==> config.mk <==
export PLATFORM = sky130hd
export DESIGN_NAME = uart_rx_param_flat
export DESIGN_NICKNAME = d
export VERILOG_FILES = /design/src/rtl/uart_rx_param_if.sv /design/src/rtl/uart_rx_param.sv /design/src/flat_wrapper.sv
export SDC_FILE = /design/constraint.sdc
export NUM_CORES = 1
export LEC_CHECK = 0
export BUFFER_PORTS_ARGS = -buffer_cell sky130_fd_sc_hd__buf_4
export CAP_MARGIN = 20
export CORE_MARGIN = 2
export CORE_UTILIZATION = 57
export DETAILED_ROUTE_END_ITERATION = 6
export HOLD_SLACK_MARGIN = 0.15
export PLACE_DENSITY = 0.78
export RECOVER_POWER = 50
export SKIP_LAST_GASP = 1
export SLEW_MARGIN = 20
export SYNTH_ARGS = -nofsm -noshare
export SYNTH_HDL_FRONTEND = slang
export SYNTH_SLANG_ARGS = --single-unit
==> constraint.sdc <==
create_clock -name clk -period 2.6 [get_ports clk]
set_clock_uncertainty 0.1 [all_clocks]
set_input_delay 0.26 -clock clk [delete_from_list [all_inputs] [get_ports clk]]
set_output_delay 0.26 -clock clk [all_outputs]
set_load 0.1 [all_outputs]
==> src/rtl/uart_rx_param_if.sv <==
// Bus bundle for the parametrised UART receiver: baud tick, serial line,
// read acknowledge in; received word and status out.
interface uart_rx_param_if #(
  parameter int DATA_BITS = 8
);
  logic                 sTick;
  logic                 rx;
  logic                 rdAck;
  logic [DATA_BITS-1:0] dOut;
  logic                 dValid;
  logic                 rxDoneTick;
  logic                 parityErr;
  logic                 frameErr;
  logic                 overrun;

  // Core / baud-generator side
  modport master (
    output sTick, rx, rdAck,
    input  dOut, dValid, rxDoneTick, parityErr, frameErr, overrun
  );

  // Receiver side
  modport slave (
    input  sTick, rx, rdAck,
    output dOut, dValid, rxDoneTick, parityErr, frameErr, overrun
  );
endinterface

==> src/rtl/uart_rx_param.sv <==
// Parametrised oversampling UART receiver with synchroniser, false-start
// rejection, parity/framing/overrun flags and a valid/ack holding register.
module uart_rx_param #(
  parameter int DATA_BITS  = 8,
  parameter int OVERSAMPLE = 16,
  parameter int STOP_BITS  = 1,
  parameter int PARITY_EN  = 0,
  parameter int PARITY_ODD = 0
) (
  input logic            clk,
  input logic            reset,
  uart_rx_param_if.slave bus
);

  localparam int CNT_W = $clog2(OVERSAMPLE);
  localparam int BIT_W = $clog2(DATA_BITS + 1);
  localparam logic [CNT_W-1:0] CNT_MID  = CNT_W'(OVERSAMPLE / 2 - 1);
  localparam logic [CNT_W-1:0] CNT_END  = CNT_W'(OVERSAMPLE - 1);
  localparam logic [BIT_W-1:0] BIT_END  = BIT_W'(DATA_BITS - 1);
  localparam logic             STOP_END = 1'(STOP_BITS - 1);
  localparam logic             ODD      = (PARITY_ODD != 0);
  localparam logic             PAR_ON   = (PARITY_EN != 0);

  typedef enum logic [2:0] {
    S_IDLE,
    S_START,
    S_DATA,
    S_PARITY,
    S_STOP
  } state_t;

  logic [1:0]           r_sync;
  logic                 r_prev;
  state_t               r_state, w_state_nxt;
  logic [CNT_W-1:0]     r_cnt, w_cnt_nxt;
  logic [BIT_W-1:0]     r_bit, w_bit_nxt;
  logic                 r_stop, w_stop_nxt;
  logic [DATA_BITS-1:0] r_shift, w_shift_nxt;
  logic                 r_par, w_par_nxt;
  logic                 r_perr_pend, w_perr_nxt;
  logic                 r_ferr_pend, w_ferr_nxt;
  logic                 w_deliver;

  logic [DATA_BITS-1:0] r_dout;
  logic                 r_dvalid;
  logic                 r_done;
  logic                 r_perr;
  logic                 r_ferr;
  logic                 r_ovr;

  logic w_rx;
  logic w_fall;

  assign w_rx   = r_sync[1];
  assign w_fall = r_prev & ~w_rx;

  // Two-flop synchroniser on rx plus previous-value register for edge detect
  always_ff @(posedge clk or negedge reset) begin
    if (!reset) begin
      r_sync <= '1;
      r_prev <= 1'b1;
    end else begin
      r_sync <= {r_sync[0], bus.rx};
      r_prev <= w_rx;
    end
  end

  // Receive FSM: next state, counters, shift register and pending error flags
  always_comb begin
    w_state_nxt = r_state;
    w_cnt_nxt   = r_cnt;
    w_bit_nxt   = r_bit;
    w_stop_nxt  = r_stop;
    w_shift_nxt = r_shift;
    w_par_nxt   = r_par;
    w_perr_nxt  = r_perr_pend;
    w_ferr_nxt  = r_ferr_pend;
    w_deliver   = 1'b0;
    case (r_state)
      S_IDLE: begin
        if (w_fall) begin
          w_state_nxt = S_START;
          w_cnt_nxt   = '0;
        end
      end
      S_START: begin
        if (bus.sTick) begin
          if (r_cnt == CNT_MID) begin
            w_cnt_nxt = '0;
            if (!w_rx) begin
              w_state_nxt = S_DATA;
              w_bit_nxt   = '0;
              w_par_nxt   = 1'b0;
              w_perr_nxt  = 1'b0;
              w_ferr_nxt  = 1'b0;
            end else begin
              w_state_nxt = S_IDLE;
            end
          end else begin
            w_cnt_nxt = r_cnt + CNT_W'(1);
          end
        end
      end
      S_DATA: begin
        if (bus.sTick) begin
          if (r_cnt == CNT_END) begin
            w_cnt_nxt   = '0;
            w_shift_nxt = {w_rx, r_shift[DATA_BITS-1:1]};
            w_par_nxt   = r_par ^ w_rx;
            if (r_bit == BIT_END) begin
              w_bit_nxt   = '0;
              w_stop_nxt  = 1'b0;
              w_state_nxt = PAR_ON ? S_PARITY : S_STOP;
            end else begin
              w_bit_nxt = r_bit + BIT_W'(1);
            end
          end else begin
            w_cnt_nxt = r_cnt + CNT_W'(1);
          end
        end
      end
      S_PARITY: begin
        if (bus.sTick) begin
          if (r_cnt == CNT_END) begin
            w_cnt_nxt   = '0;
            w_stop_nxt  = 1'b0;
            w_perr_nxt  = ((r_par ^ w_rx) != ODD);
            w_state_nxt = S_STOP;
          end else begin
            w_cnt_nxt = r_cnt + CNT_W'(1);
          end
        end
      end
      S_STOP: begin
        if (bus.sTick) begin
          if (r_cnt == CNT_END) begin
            w_cnt_nxt = '0;
            if (!w_rx) begin
              w_ferr_nxt = 1'b1;
            end
            if (r_stop == STOP_END) begin
              w_stop_nxt  = 1'b0;
              w_state_nxt = S_IDLE;
              w_deliver   = 1'b1;
            end else begin
              w_stop_nxt = r_stop + 1'b1;
            end
          end else begin
            w_cnt_nxt = r_cnt + CNT_W'(1);
          end
        end
      end
      default: begin
        w_state_nxt = S_IDLE;
        w_cnt_nxt   = '0;
      end
    endcase
  end

  // FSM state, counters and datapath registers
  always_ff @(posedge clk or negedge reset) begin
    if (!reset) begin
      r_state     <= S_IDLE;
      r_cnt       <= '0;
      r_bit       <= '0;
      r_stop      <= 1'b0;
      r_shift     <= '0;
      r_par       <= 1'b0;
      r_perr_pend <= 1'b0;
      r_ferr_pend <= 1'b0;
    end else begin
      r_state     <= w_state_nxt;
      r_cnt       <= w_cnt_nxt;
      r_bit       <= w_bit_nxt;
      r_stop      <= w_stop_nxt;
      r_shift     <= w_shift_nxt;
      r_par       <= w_par_nxt;
      r_perr_pend <= w_perr_nxt;
      r_ferr_pend <= w_ferr_nxt;
    end
  end

  // Holding register: delivery takes priority over a coincident rdAck
  always_ff @(posedge clk or negedge reset) begin
    if (!reset) begin
      r_dout   <= '0;
      r_dvalid <= 1'b0;
      r_done   <= 1'b0;
      r_perr   <= 1'b0;
      r_ferr   <= 1'b0;
      r_ovr    <= 1'b0;
    end else if (w_deliver) begin
      r_dout   <= r_shift;
      r_dvalid <= 1'b1;
      r_done   <= 1'b1;
      r_perr   <= w_perr_nxt;
      r_ferr   <= w_ferr_nxt;
      if (r_dvalid && !bus.rdAck) begin
        r_ovr <= 1'b1;
      end
    end else begin
      r_done <= 1'b0;
      if (bus.rdAck && r_dvalid) begin
        r_dvalid <= 1'b0;
        r_ovr    <= 1'b0;
      end
    end
  end

  assign bus.dOut       = r_dout;
  assign bus.dValid     = r_dvalid;
  assign bus.rxDoneTick = r_done;
  assign bus.parityErr  = r_perr;
  assign bus.frameErr   = r_ferr;
  assign bus.overrun    = r_ovr;

endmodule

==> src/flat_wrapper.sv <==
// flat-port wrapper written by rule: the top's interface ports become plain ports
module uart_rx_param_flat 
#(
  parameter int DATA_BITS  = 8,
  parameter int OVERSAMPLE = 16,
  parameter int STOP_BITS  = 1,
  parameter int PARITY_EN  = 0,
  parameter int PARITY_ODD = 0
)
  (clk, reset, bus_sTick, bus_rx, bus_rdAck, bus_dOut, bus_dValid, bus_rxDoneTick, bus_parityErr, bus_frameErr, bus_overrun);
  uart_rx_param_if #(.DATA_BITS(DATA_BITS)) bus_i ();
  input logic clk;
  input logic reset;
  input wire logic [$bits(bus_i.sTick)-1:0] bus_sTick;
  input wire logic [$bits(bus_i.rx)-1:0] bus_rx;
  input wire logic [$bits(bus_i.rdAck)-1:0] bus_rdAck;
  output wire logic [$bits(bus_i.dOut)-1:0] bus_dOut;
  output wire logic [$bits(bus_i.dValid)-1:0] bus_dValid;
  output wire logic [$bits(bus_i.rxDoneTick)-1:0] bus_rxDoneTick;
  output wire logic [$bits(bus_i.parityErr)-1:0] bus_parityErr;
  output wire logic [$bits(bus_i.frameErr)-1:0] bus_frameErr;
  output wire logic [$bits(bus_i.overrun)-1:0] bus_overrun;
  assign bus_i.sTick = bus_sTick;
  assign bus_i.rx = bus_rx;
  assign bus_i.rdAck = bus_rdAck;
  assign bus_dOut = bus_i.dOut;
  assign bus_dValid = bus_i.dValid;
  assign bus_rxDoneTick = bus_i.rxDoneTick;
  assign bus_parityErr = bus_i.parityErr;
  assign bus_frameErr = bus_i.frameErr;
  assign bus_overrun = bus_i.overrun;
  uart_rx_param #(.DATA_BITS(DATA_BITS), .OVERSAMPLE(OVERSAMPLE), .STOP_BITS(STOP_BITS), .PARITY_EN(PARITY_EN), .PARITY_ODD(PARITY_ODD)) u_core (.clk(clk), .reset(reset), .bus(bus_i));
endmodule
# Word level (Yosys, flattened, before mapping)

Cells that the tools add are included.

Register bits: 39
Input port bits: 5
Output and inout port bits: 13
Word-level logic and storage cells: 120

Add/subtract/negate cells: 3
Equal/unequal tests: 21
Multiplexer cells: 63
Bitwise logic cells: 3
Reductions and logical operators: 14

Operators by type and width:

| kind                  | number |
|---|---|
| $mux W4               | 11 |
| $mux W1               | 33 |
| $mux W3               | 11 |
| $pmux W3 S5           | 1 |
| $ne A2 B1 Y1 const B  | 7 |
| $ne A2 B2 Y1 const B  | 7 |
| $pmux W4 S3           | 1 |
| $reduce_and A11 Y1    | 1 |
| $add A4 B1 Y4 const B | 2 |
| $eq A4 B3 Y1 const B  | 2 |
| $pmux W4 S2           | 1 |
| $reduce_and A8 Y1     | 1 |
| $eq A3 B2 Y1 const B  | 2 |
| $pmux W1 S2           | 3 |
| $reduce_and A3 Y1     | 2 |
| $reduce_and A6 Y1     | 1 |
| $eq A4 B4 Y1 const B  | 1 |
| $reduce_bool A2 Y1    | 2 |
| $eq A3 B1 Y1 const B  | 1 |
| $eq A3 B3 Y1 const B  | 1 |
| $logic_not A3 Y1      | 1 |
| $pmux W1 S3           | 1 |
| $reduce_bool A3 Y1    | 1 |
| $reduce_or A3 Y1      | 1 |
| other kinds (8)       | 9 |

# Depth between registers and ports, before layout

Gate-level depths: netlist of run 1.

Word-level depth: 6
Depth in mapped cells: 7

# Least setup slack after synthesis of run 1

No wires, ideal clock.

Path kind: reg2reg
From: register u_core.r_state[1]
To: register u_core.r_bit[3]
Data arrival time: 1.725 ns
Required time: 2.408 ns
Path slack: 0.683 ns
Stages on the path, launching flop included: 7
Buffers on the path: 1
Path through: dfrtp_1 buf_6 or4b_4 o31ai_4 nand2_4 or3_4 o31ai_2

Cells in the longest elaborated chain, start to end: 3

Ends and longest elaborated chain:

| what                                           | RTL line             | text |
|---|---|---|
| from (decl)                                    | uart_rx_param.sv:34  | `state_t r_state, w_state_nxt;` |
| from (signal assigned)                         | uart_rx_param.sv:172 | `r_state <= w_state_nxt;` |
| $eq A3 B1 Y1 or $eq A3 B2 Y1 (tied branches)   | uart_rx_param.sv:79  | `case (r_state)` |
| $ne A2 B2 Y1 (no line) (tied with other cells) | -                    |  |
| $reduce_and A6 Y1 (no line)                    | -                    |  |
| to (signal assigned)                           | uart_rx_param.sv:174 | `r_bit <= w_bit_nxt;` |
| to (decl)                                      | uart_rx_param.sv:36  | `logic [BIT_W-1:0] r_bit, w_bit_nxt;` |

Several ways; a longest one is shown, not always the timed one.
A chain may end at the register's enable or synchronous reset.

# Worst setup path in the final report of run 1

From: register u_core.r_state[0]
To: register u_core.r_bit[3]

Same word-level chain as after synthesis.

==> impl_results.md, run 1 <==
* Hold endpoint: u_core.r_sync[1]$_DFF_PN1_
* Area leader, netlist: dfrtp_1
* Vias at 1269
* H-tree Lvls at 2
* Power after layout at between 1 and 1.5 mW
* Cell area after layout at between 0.0015 and 0.002 sq mm
* Full die area at 0.00348 sq mm
* Clk sinks at 38
* Min-delay src: u_core.r_sync[0]$_DFF_PN1_
* RSZ-0062 raised after global routing: false
* Final Cycle Share at 78.4%
* DRT antenna net count at 0
* CP endpoint kind: flip-flop
* DP HPWL at 2180 um
* Pleak at 0.973 nW
* Clock buffer depth at 2
* Core Region at 0.00281 sq mm
* Power per cell area at 732 mW/mm^2
* Post-Layout Cell Count at 226
* CP peak stage delay at slightly below 600 ps
* Post-synth cell types at 38
* Startpoint Class: flip-flop
* Endpoints failing setup at 0
* Crit path launch: u_core.r_state[0]$_DFFE_PN0P_
* Worst Path Buf+Inv at 0
* GRT overflow at 0
* GP Congestion at 0.821
* Setup TNS at 0 ps
* Worst skew pair latency at between 300 and 400 ps
* Initial core utilization at 61.5%
* Die H at 59 um
* Number of synthesized register bits at 38
* Remaining DRCs at 0
* Arr. time, crit path at 2200 ps
* Layout Nets at 201
* Vias/cell at 5.62
* Max-cap violations at 0
* Post-CTS setup buffers at 0
* Min Tclk post-route at roughly 2000 ps
* Most used flip-flop cell after synthesis: dfrtp_1
* Cell count after synthesis at 173
* Largest net degree at the start of global routing at 39
* Die width at 59 um
* Global-route wire length before repair at 5520 um
* CTS Buf Count at 5
* Initial DRC count at 39
* Least-Margin Pin Slew at 1170 ps
* Async S/R FF share, synth at 100%
* Avg Inst Size Synth at 9.97 sq um
* Slowest cell on crit path: dfrtp_1
* CP delay by family, top: simple AND/OR/NAND/NOR gates
* CTS tree: yes
* Reg2reg end: u_core.r_bit[3]$_DFFE_PN0P_
* Crit-path max FO at 12
* R2R setup slack at 560 ps
* FMAX at 490 MHz
* Total GRT Usage at a little over a fifth
* Register area share after synthesis at 55.4%
* Area growth, synth to finish at 12.7%
* Status: finished, final reports clean
* Fin. max-slew vios at 0
* Post-synth top cells: nand2_1 (39), dfrtp_1 (35), nor2_1 (11), o21ai_0 (10), o21ai_1 (10)
* Root buf cell: clkbuf_4
* Layout cell share with drive strength beyond 1 at 21.5%
* Worst Path Required at 2760 ps
* Clk slew on worst S/H paths at ~110 ps
* Hold Path Stages at 0
* Synth top area share at between 50% and 60%
* Final Hold Fails at 0
* Worst-path cell chain: or4b_4 -> o31ai_4 -> nand2_4 -> or3_4 -> o31ai_2
* Worst reg2reg startpoint: u_core.r_state[0]$_DFFE_PN0P_
* Final wirelength at 3060 um
* Vias in the first global route at 1236
* Detailed Routing Iterations Pass 1 at 4
* PortBufs at 17
* Worst hold slack at 268 ps
* DP Area at 0.00186 sq mm
* Most numerous cell in the Yosys netlist: nand2_1
* Slew margin rel. at 22.5%
* WS Path Type: reg -> reg
* # IOs at 18
* VDD IR max at around 0.44 mV
* HP Class: reg -> reg
* Placed cell count at 215
* Site Rows at 19
* Synthesized cell area at around 0.0017 sq mm
* Initial antenna violation count at 0
* EDFF count, synth at 0
* Synth area leaders: dfrtp_1 (51%), nand2_1 (8.5%), mux2_2 (5.9%)
* R2R cell count at 5
* # fillers at 231
* ANT cells at 0
* Post-Syn Nets at 180
* Yosys warnings at 0
* Avg WL per Cell at 13.5 um
[layout make-up]
type,instances,area [sq um],share of cell area [%]
sequential,38,955,49.1
multi-input combinational,121,708,36.4
timing repair buffer,21,151,7.79
clock buffer,6,51.3,2.64
tap,31,38.8,2.00
inverter,7,26.3,1.35
clock inverter,2,12.5,0.644
[power breakdown]
part	switching (mW)	leakage, nW	internal [mW]
Clock	0.197	0.0343	0.130
Combinational	0.176	0.427	0.148
Sequential	0.108	0.512	0.664
[logic make-up (layout without fill, tap and decap cells)]
| group | Yosys count | after routing | synth area share, % |
|---|---|---|---|
| mux | 9 | 9 | 5.88 |
| simple gates | 74 | 74 | 20.4 |
| xor+xnor | 2 | 2 | 1.02 |
| flops | 38 | 38 | 55.4 |
| buf+inv | 14 | 36 | 3.56 |
| compound gates | 34 | 34 | 12.3 |
| fa+ha+maj | 2 | 2 | 1.45 |
[registers in the layout (all words and copies together), names as in the netlist]
name	cells
u_core.r_sync	2
u_core.r_state	3
u_core.r_par	1
u_core.r_ferr_pend	1
u_core.bus.parityErr	1
u_core.r_prev	1
u_core.bus.rxDoneTick	1
u_core.bus.overrun	1
u_core.bus.dOut	8
u_core.r_shift	8
u_core.bus.frameErr	1
u_core.bus.dValid	1
u_core.r_perr_pend	1
u_core.r_bit	4
u_core.r_cnt	4
[how the worst max path moves through the flow]
stage	to	slack (ps)	cells after the start
2_1_floorplan	u_core.r_bit[3]$_DFFE_PN0P_	680	6
3_3_place_gp	u_core.r_bit[3]$_DFFE_PN0P_	610	5
3_5_place_dp	u_core.r_bit[3]$_DFFE_PN0P_	590	5
4_1_cts	u_core.r_bit[3]$_DFFE_PN0P_	560	5
5_1_grt	u_core.r_shift[6]$_DFFE_PN0P_	420	4
6_report	u_core.r_bit[3]$_DFFE_PN0P_	560	5
[what timing repair did]
item / in CTS / in global routing
resized for setup: 0 / 0
endpoints found under the hold margin: 41 / 0
hold buffers: 3 / 0
[layer usage]
layer,vias to the layer above,part of all wire (%),global-route usage (%)
li1,637,-,-
met2,24,47,32.5
met4,0,1.7,9.74
met3,5,4.1,6.33
met5,-,0,0
met1,603,47,28.3
[worst register-to-register path: stages (launching register included)]
cell and delay, ps:
dfrtp_1 590, or4b_4 540, o31ai_4 80, nand2_4 110, or3_4 390, o31ai_2 170
[per-stage QoR]
step	utilization [%]	worst slack, ps
6_report	69.3	561
5_1_grt	69.3	415
4_1_cts	69.8	559
3_5_place_dp	66.4	585
3_3_place_gp	66.4	613
2_1_floorplan	-	683
[cells in the final DEF (no fill, tap or decap), types with 2 or more instances in the layout]
master          n
nand3_1         4
o21ai_1        10
nand2b_1        2
buf_4          13
dfrtp_1        35
and3_1          3
clkbuf_4        6
dfstp_2         2
mux2_2          9
o21ai_0        10
nor2b_1         2
inv_1           6
nand2_1        39
a21oi_1         6
clkbuf_1        3
nor2_1         11
ha_1            2
nand4_1         2
dlygate4sd3_1   3
nor3_1          3
Power figures use the tool's default switching activity.
==> inputs of run 2 (changes only) <==
CORE_UTILIZATION = 51   (was 57)
PLACE_DENSITY = 0.73   (was 0.78)
clock period = 1.75 ns   (was 2.6 ns; I/O delays follow)
==> impl_results.md, run 2 (same netlist as run 1, synthesis figures left out) <==
* Clk slew on worst S/H paths at 130 ps (+20 ps)
* Post-route worst setup slack at -64.4 ps (-625 ps)
* Final wirelength at 3730 um (+22%)
* DRT antenna net count at 0 (unchanged)
* VDD IR max at 0.622 mV (+41%)
* Final Cycle Share at 104% (+25 points)
* # IOs at 18 (unchanged)
* Global route hottest layer: met2
* Clock buffer depth at 2 (unchanged)
* Worst reg2reg startpoint: u_core.r_state[1]$_DFFE_PN0P_
* Most frequent cells in the layout: buf_4 (41), nand2_1 (39), dfrtp_1 (34)
* Power per cell area at 1140 mW/mm^2 (+56%)
* DP Area at 0.00202 sq mm (+8.3%)
* Met3 Use GR at 5.07% (-1.3 points)
* Clk sinks at 38 (unchanged)
* Final Hold Fails at 0 (unchanged)
* Most common cell after layout, fill and taps aside: buf_4
* Layout Nets at 227 (+13%)
* Worst hold slack at 264 ps (-4.23 ps)
* Area growth, synth to finish at 30.0%
* Pre-CTS WS at -72.1 ps (-657 ps)
* GRT overflow at 0 (unchanged)
* CTS Buf Count at 5 (unchanged)
* Crit path launch: u_core.r_state[1]$_DFFE_PN0P_
* Initial DRC count at 67 (+72%)
* FMAX at 551 MHz (+12%)
* Root buf cell: clkbuf_4
* Violated checks: setup timing
* Vias at 1423 (+12%)
* Fin. max-slew vios at 0 (unchanged)
* RSZ-0062 raised after global routing: true
* Slew margin rel. at 39.6% (+17 points)
* Utilization after layout at 68.2% (-1.0 points)
* Die H at 62.1 um (+5.3%)
* Core Region at 0.00328 sq mm (+17%)
* Detailed Routing Iterations Pass 1 at 4 (unchanged)
* Initial core utilization at 52.5% (-9.0 points)
* Startpoint Class: flip-flop
* HP Class: reg -> reg
* Status: complete, but fails checks
* Die width at 62.1 um (+5.3%)
* Worst Path Required at 1890 ps (-870 ps)
* ANT cells at 0 (unchanged)
* Pleak at 1.11 nW (+15%)
* Initial antenna violation count at 0 (unchanged)
* Site Rows at 21 (+2)
* Vias/cell at 5.33 (-5.1%)
* GP Congestion at 0.815 (-0.73%)
* Min-delay src: u_core.r_sync[0]$_DFF_PN1_
* CP endpoint kind: flip-flop
* Cell area after layout at 0.00224 sq mm (+15%)
* Least-Margin Pin Slew at 907 ps (-261 ps)
* DP HPWL at 2470 um (+14%)
* Avg WL per Cell at 14.0 um (+3.0%)
* WS Path Type: reg -> reg
* Met1 usage at 25.6% (-2.7 points)
* Arr. time, crit path at 1960 ps (-240 ps)
* Largest net degree at the start of global routing at 39 (unchanged)
* Global-route wire length before repair at 6190 um (+12%)
* Endpoints failing setup at 12 (+12)
* PortBufs at 17 (unchanged)
* CTS tree: yes
* Max-cap violations at 0 (unchanged)
* Full die area at 0.00386 sq mm (+11%)
* Worst skew pair latency at 370 ps (+20 ps)
* Vias in the first global route at 1415 (+14%)
* Min Tclk post-route at 1810 ps (-225 ps)
* Met2 Use GR at 33.2% (+0.61 points)
* Crit-path max FO at 6 (-6)
* H-tree Lvls at 2 (unchanged)
* Power after layout at 2.56 mW (+80%)
* Layout cell share with drive strength beyond 1 at 38.0% (+16 points)
* Total GRT Usage at 20.2% (-1.1 points)
* Remaining DRCs at 0 (unchanged)
run 2: cell count changes in the layout (fill, tap and decap cells not counted), sizes merged:
cell,before,now
buf,13,41
bufinv,0,1
clkinv,1,0
clkbuf,11,8
clkinvlp,1,2
run 2: power by group:
group          total [mW]  switching [mW]  internal, mW
Combinational       0.864           0.437         0.427
Clock               0.616           0.316         0.300
Sequential           1.08          0.0874         0.989
run 2: layout make-up:
type                            count  area [sq um]
Clock buffer                        5          37.5
Clock inverter                      3          45.0
Fill cell                         242          1040
Inverter                            7          26.3
Multi-Input combinational cell    121           764
Sequential cell                    38           956
Tap cell                           46          57.6
Timing Repair Buffer               47           354
run 2: worst paths after layout:
kind                                               endpoint  slack, ps  cells after the start
max                           u_core.r_shift[3]$_DFFE_PN0P_        -60                      5
min reg2reg                      u_core.r_sync[1]$_DFF_PN1_        260                      0
max in group asynchronous     u_core.r_state[2]$_DFFE_PN0P_        590                      2
min in group asynchronous  u_core.bus.parityErr$_DFFE_PN0P_        350                      2
max reg2reg                   u_core.r_shift[3]$_DFFE_PN0P_        -60                      5
min                              u_core.r_sync[1]$_DFF_PN1_        260                      0
run 2: worst max-delay path, stage by stage (launching register included):
cell and delay (ps):
dfrtp_1 430, nor2b_1 260, nand2b_1 230, nor2_2 170
buf_4 170, mux2_2 330
run 2: layer usage:
layer / up-vias / wire length [um]
li1: 681 / -
met4: 0 / 65
met2: 40 / 1840
met5: - / 0
met1: 697 / 1620
met3: 5 / 191
run 2: repair_timing:
item,in CTS,in global routing
hold buffers,3,0
endpoints found under the hold margin,41,0
resized for setup,4,13
gates cloned,0,0
endpoints found under the setup margin,8,24
buffers inserted,2,6
pin swaps,1,4
run 2: metrics by stage:
| step | TNS, ps | cells |
|---|---|---|
| 6_report | -388 | 267 |
| 5_1_grt | -1190 | 267 |
| 4_1_cts | -68.7 | 261 |
| 3_5_place_dp | -139 | 248 |
| 3_3_place_gp | -28.5 | 248 |
| 2_1_floorplan | -337 | 173 |
==> inputs of run 3 (changes only) <==
TNS_END_PERCENT = 50   (was unset)
==> impl_results.md, run 3 (same netlist as run 1, synthesis figures left out) <==
* Core Region at 0.00328 sq mm (unchanged)
* Sw Share at 33.9% (+0.99 points)
* Endpoints failing setup at 4 (-8)
* Site Rows at 21 (unchanged)
* Seq pwr share at 46.4% (+4.3 points)
* Final Cycle Share at 103% (-0.47 points)
* Clock buffer depth at 2 (unchanged)
* Remaining DRCs at 0 (unchanged)
* Largest net degree at the start of global routing at 39 (unchanged)
* Detailed Routing Iterations Pass 1 at 4 (unchanged)
* Clk slew on worst S/H paths at 120 ps (about the same)
* Worst skew pair latency at 350 ps (-20 ps)
* HP Class: in -> reg
* PortBufs at 17 (unchanged)
* Setup TNS at -127 ps (+262 ps)
* Most common cell after layout, fill and taps aside: nand2_1
* Cell area after layout at 0.00218 sq mm (-2.7%)
* Post-Layout Cell Count at 261 (-2.2%)
* FMAX at 554 MHz (+0.45%)
* DP Area at 0.00202 sq mm (unchanged)
* CTS Buf Count at 5 (unchanged)
* Max-cap violations at 0 (unchanged)
* Arr. time, crit path at 1980 ps (+20 ps)
* Hold Path Stages at 4 (+4)
* Post-route worst setup slack at -56.2 ps (+8.14 ps)
* ANT cells at 0 (unchanged)
* Utilization after layout at 66.4% (-1.9 points)
* Vias/cell at 5.30 (-0.58%)
* Final Hold Fails at 0 (unchanged)
* Crit-path max FO at 4 (-2)
* WS Path Type: reg -> reg
* Power after layout at 2.32 mW (-9.3%)
* Comb pwr share at 32.6% (-1.2 points)
* R2R setup slack at -60 ps (about the same)
* Avg WL per Cell at 13.8 um (-1.1%)
* Min Tclk post-route at 1810 ps (-8.14 ps)
* DRT antenna net count at 0 (unchanged)
* Sw Pwr at 785 uW (-6.6%)
* Final wirelength at 3600 um (-3.3%)
* Global-route wire length before repair at 6200 um (+0.11%)
* Layout cell share with drive strength beyond 1 at 36.7% (-1.3 points)
* Slew margin rel. at 39.8% (+0.24 points)
* Min-delay src: bus_sTick
* VDD IR max at 0.727 mV (+17%)
* Fin. max-slew vios at 0 (unchanged)
* Area growth, synth to finish at 26.4%
* Worst Path Required at 1920 ps (+30 ps)
* Full die area at 0.00386 sq mm (unchanged)
* Most frequent cells in the layout: nand2_1 (38), buf_4 (35), dfrtp_1 (35), o21ai_1 (10)
* Die H at 62.1 um (unchanged)
* Multi-input gate area at 761 sq um (-0.49%)
* Root buf cell: clkbuf_4
* Register Area at 955 sq um (-0.13%)
* Initial antenna violation count at 0 (unchanged)
* CTS tree: yes
* Violated checks: setup timing
* Slowest cell on crit path: or4b_4
* DP HPWL at 2490 um (+0.69%)
* GRT overflow at 0 (unchanged)
* Initial DRC count at 82 (+22%)
* H-tree Lvls at 2 (unchanged)
* CP peak stage delay at 530 ps (+100 ps)
* Reg2reg end: u_core.r_bit[3]$_DFFE_PN0P_
* Worst-path cell chain: or4b_4 -> o31ai_4 -> nand2_4 -> or3_4 -> o31ai_2
* Clk sinks at 38 (unchanged)
* Vias in the first global route at 1365 (-3.5%)
* Total GRT Usage at 20.4% (+0.16 points)
* Clock network fraction of total power at 21.1% (-3.0 points)
* Startpoint Class: flip-flop
* Die width at 62.1 um (unchanged)
* Placed cell count at 248 (unchanged)
* Pleak at 1.09 nW (-2.4%)
* Worst reg2reg startpoint: u_core.r_state[1]$_DFFE_PN0P_
* Vias at 1383 (-2.8%)
* # IOs at 18 (unchanged)
* Internal at 1.53 mW (-11%)
* Power per cell area at 1060 mW/mm^2 (-6.8%)
* # fillers at 257 (+6.2%)
* Hold endpoint: u_core.r_state[1]$_DFFE_PN0P_
* R2R cell count at 5 (unchanged)
* Layout Nets at 221 (-2.6%)
* Initial core utilization at 52.5% (unchanged)
* Status: complete, but fails checks
* GP Congestion at 0.878 (+7.7%)
* CP endpoint kind: flip-flop
* Least-Margin Pin Slew at 903 ps (-3.65 ps)
* RSZ-0062 raised after global routing: true
## run 3: changes by cell type in the layout (fill, tap and decap cells not counted), sizes merged
cell      previous run  this run
bufinv               1         0
buf                 41        36
clkinvlp             2         1
clkinv               0         1
## run 3: layout make-up
class                           instances  share of cell area (%)
Clock buffer                            6                    2.35
Multi-Input combinational cell        121                    34.9
Inverter                                7                    1.21
Sequential cell                        38                    43.8
Clock inverter                          2                   0.574
Timing Repair Buffer                   41                    14.5
Tap cell                               46                    2.64
## run 3: layer usage
metal	wire length, um	track usage [%]	up-vias
met5	0	0	-
met4	46	8.33	0
li1	-	-	671
met1	1630	26.1	680
met2	1790	33.2	28
met3	130	5.25	4
## run 3: power by group through the flow
stage                     logic (mW)  registers (mW)  clock network [mW]
after global placement         0.645            1.08                   0
after detailed placement       0.689            1.09                   0
after CTS                      0.706            1.07               0.506
after floorplan                0.425            1.09                   0
after global routing           0.827            1.09               0.548
final                          0.755            1.07               0.488
## run 3: critical path: cells and delay by family (launching register included)
kind | cells | cell delay, ps
simple gates | 3 | 930
flops | 1 | 440
compound gates | 2 | 260
## run 3: repair_timing
| item | CTS | global route |
|---|---|---|
| pin swaps | 1 | 5 |
| hold buffers | 3 | 0 |
| buffers inserted | 2 | 0 |
| resized for setup | 2 | 16 |
| endpoints found under the hold margin | 41 | 0 |
| endpoints found under the setup margin | 7 | 25 |
## run 3: through the flow
stage	setup slack [ps]	hold slack (ps)
finish	-56.2	241
global route	-114	252
CTS	-47.3	217
detailed placement	-65.5	62.7
global placement	4.63	62.0
floorplan	-121	-221
## run 3: worst max-delay path by stage
stage,startpoint,endpoint,slack [ps],cells after the start
floorplan,u_core.r_sync[1]$_DFF_PN1_,u_core.r_bit[3]$_DFFE_PN0P_,-120,6
global placement,u_core.r_sync[1]$_DFF_PN1_,u_core.r_bit[3]$_DFFE_PN0P_,5,5
detailed placement,u_core.r_state[1]$_DFFE_PN0P_,u_core.bus.parityErr$_DFFE_PN0P_,-70,4
CTS,u_core.r_state[1]$_DFFE_PN0P_,u_core.r_bit[3]$_DFFE_PN0P_,-50,5
global route,u_core.r_state[1]$_DFFE_PN0P_,u_core.r_bit[3]$_DFFE_PN0P_,-110,5
finish,u_core.r_state[1]$_DFFE_PN0P_,u_core.r_bit[3]$_DFFE_PN0P_,-60,5
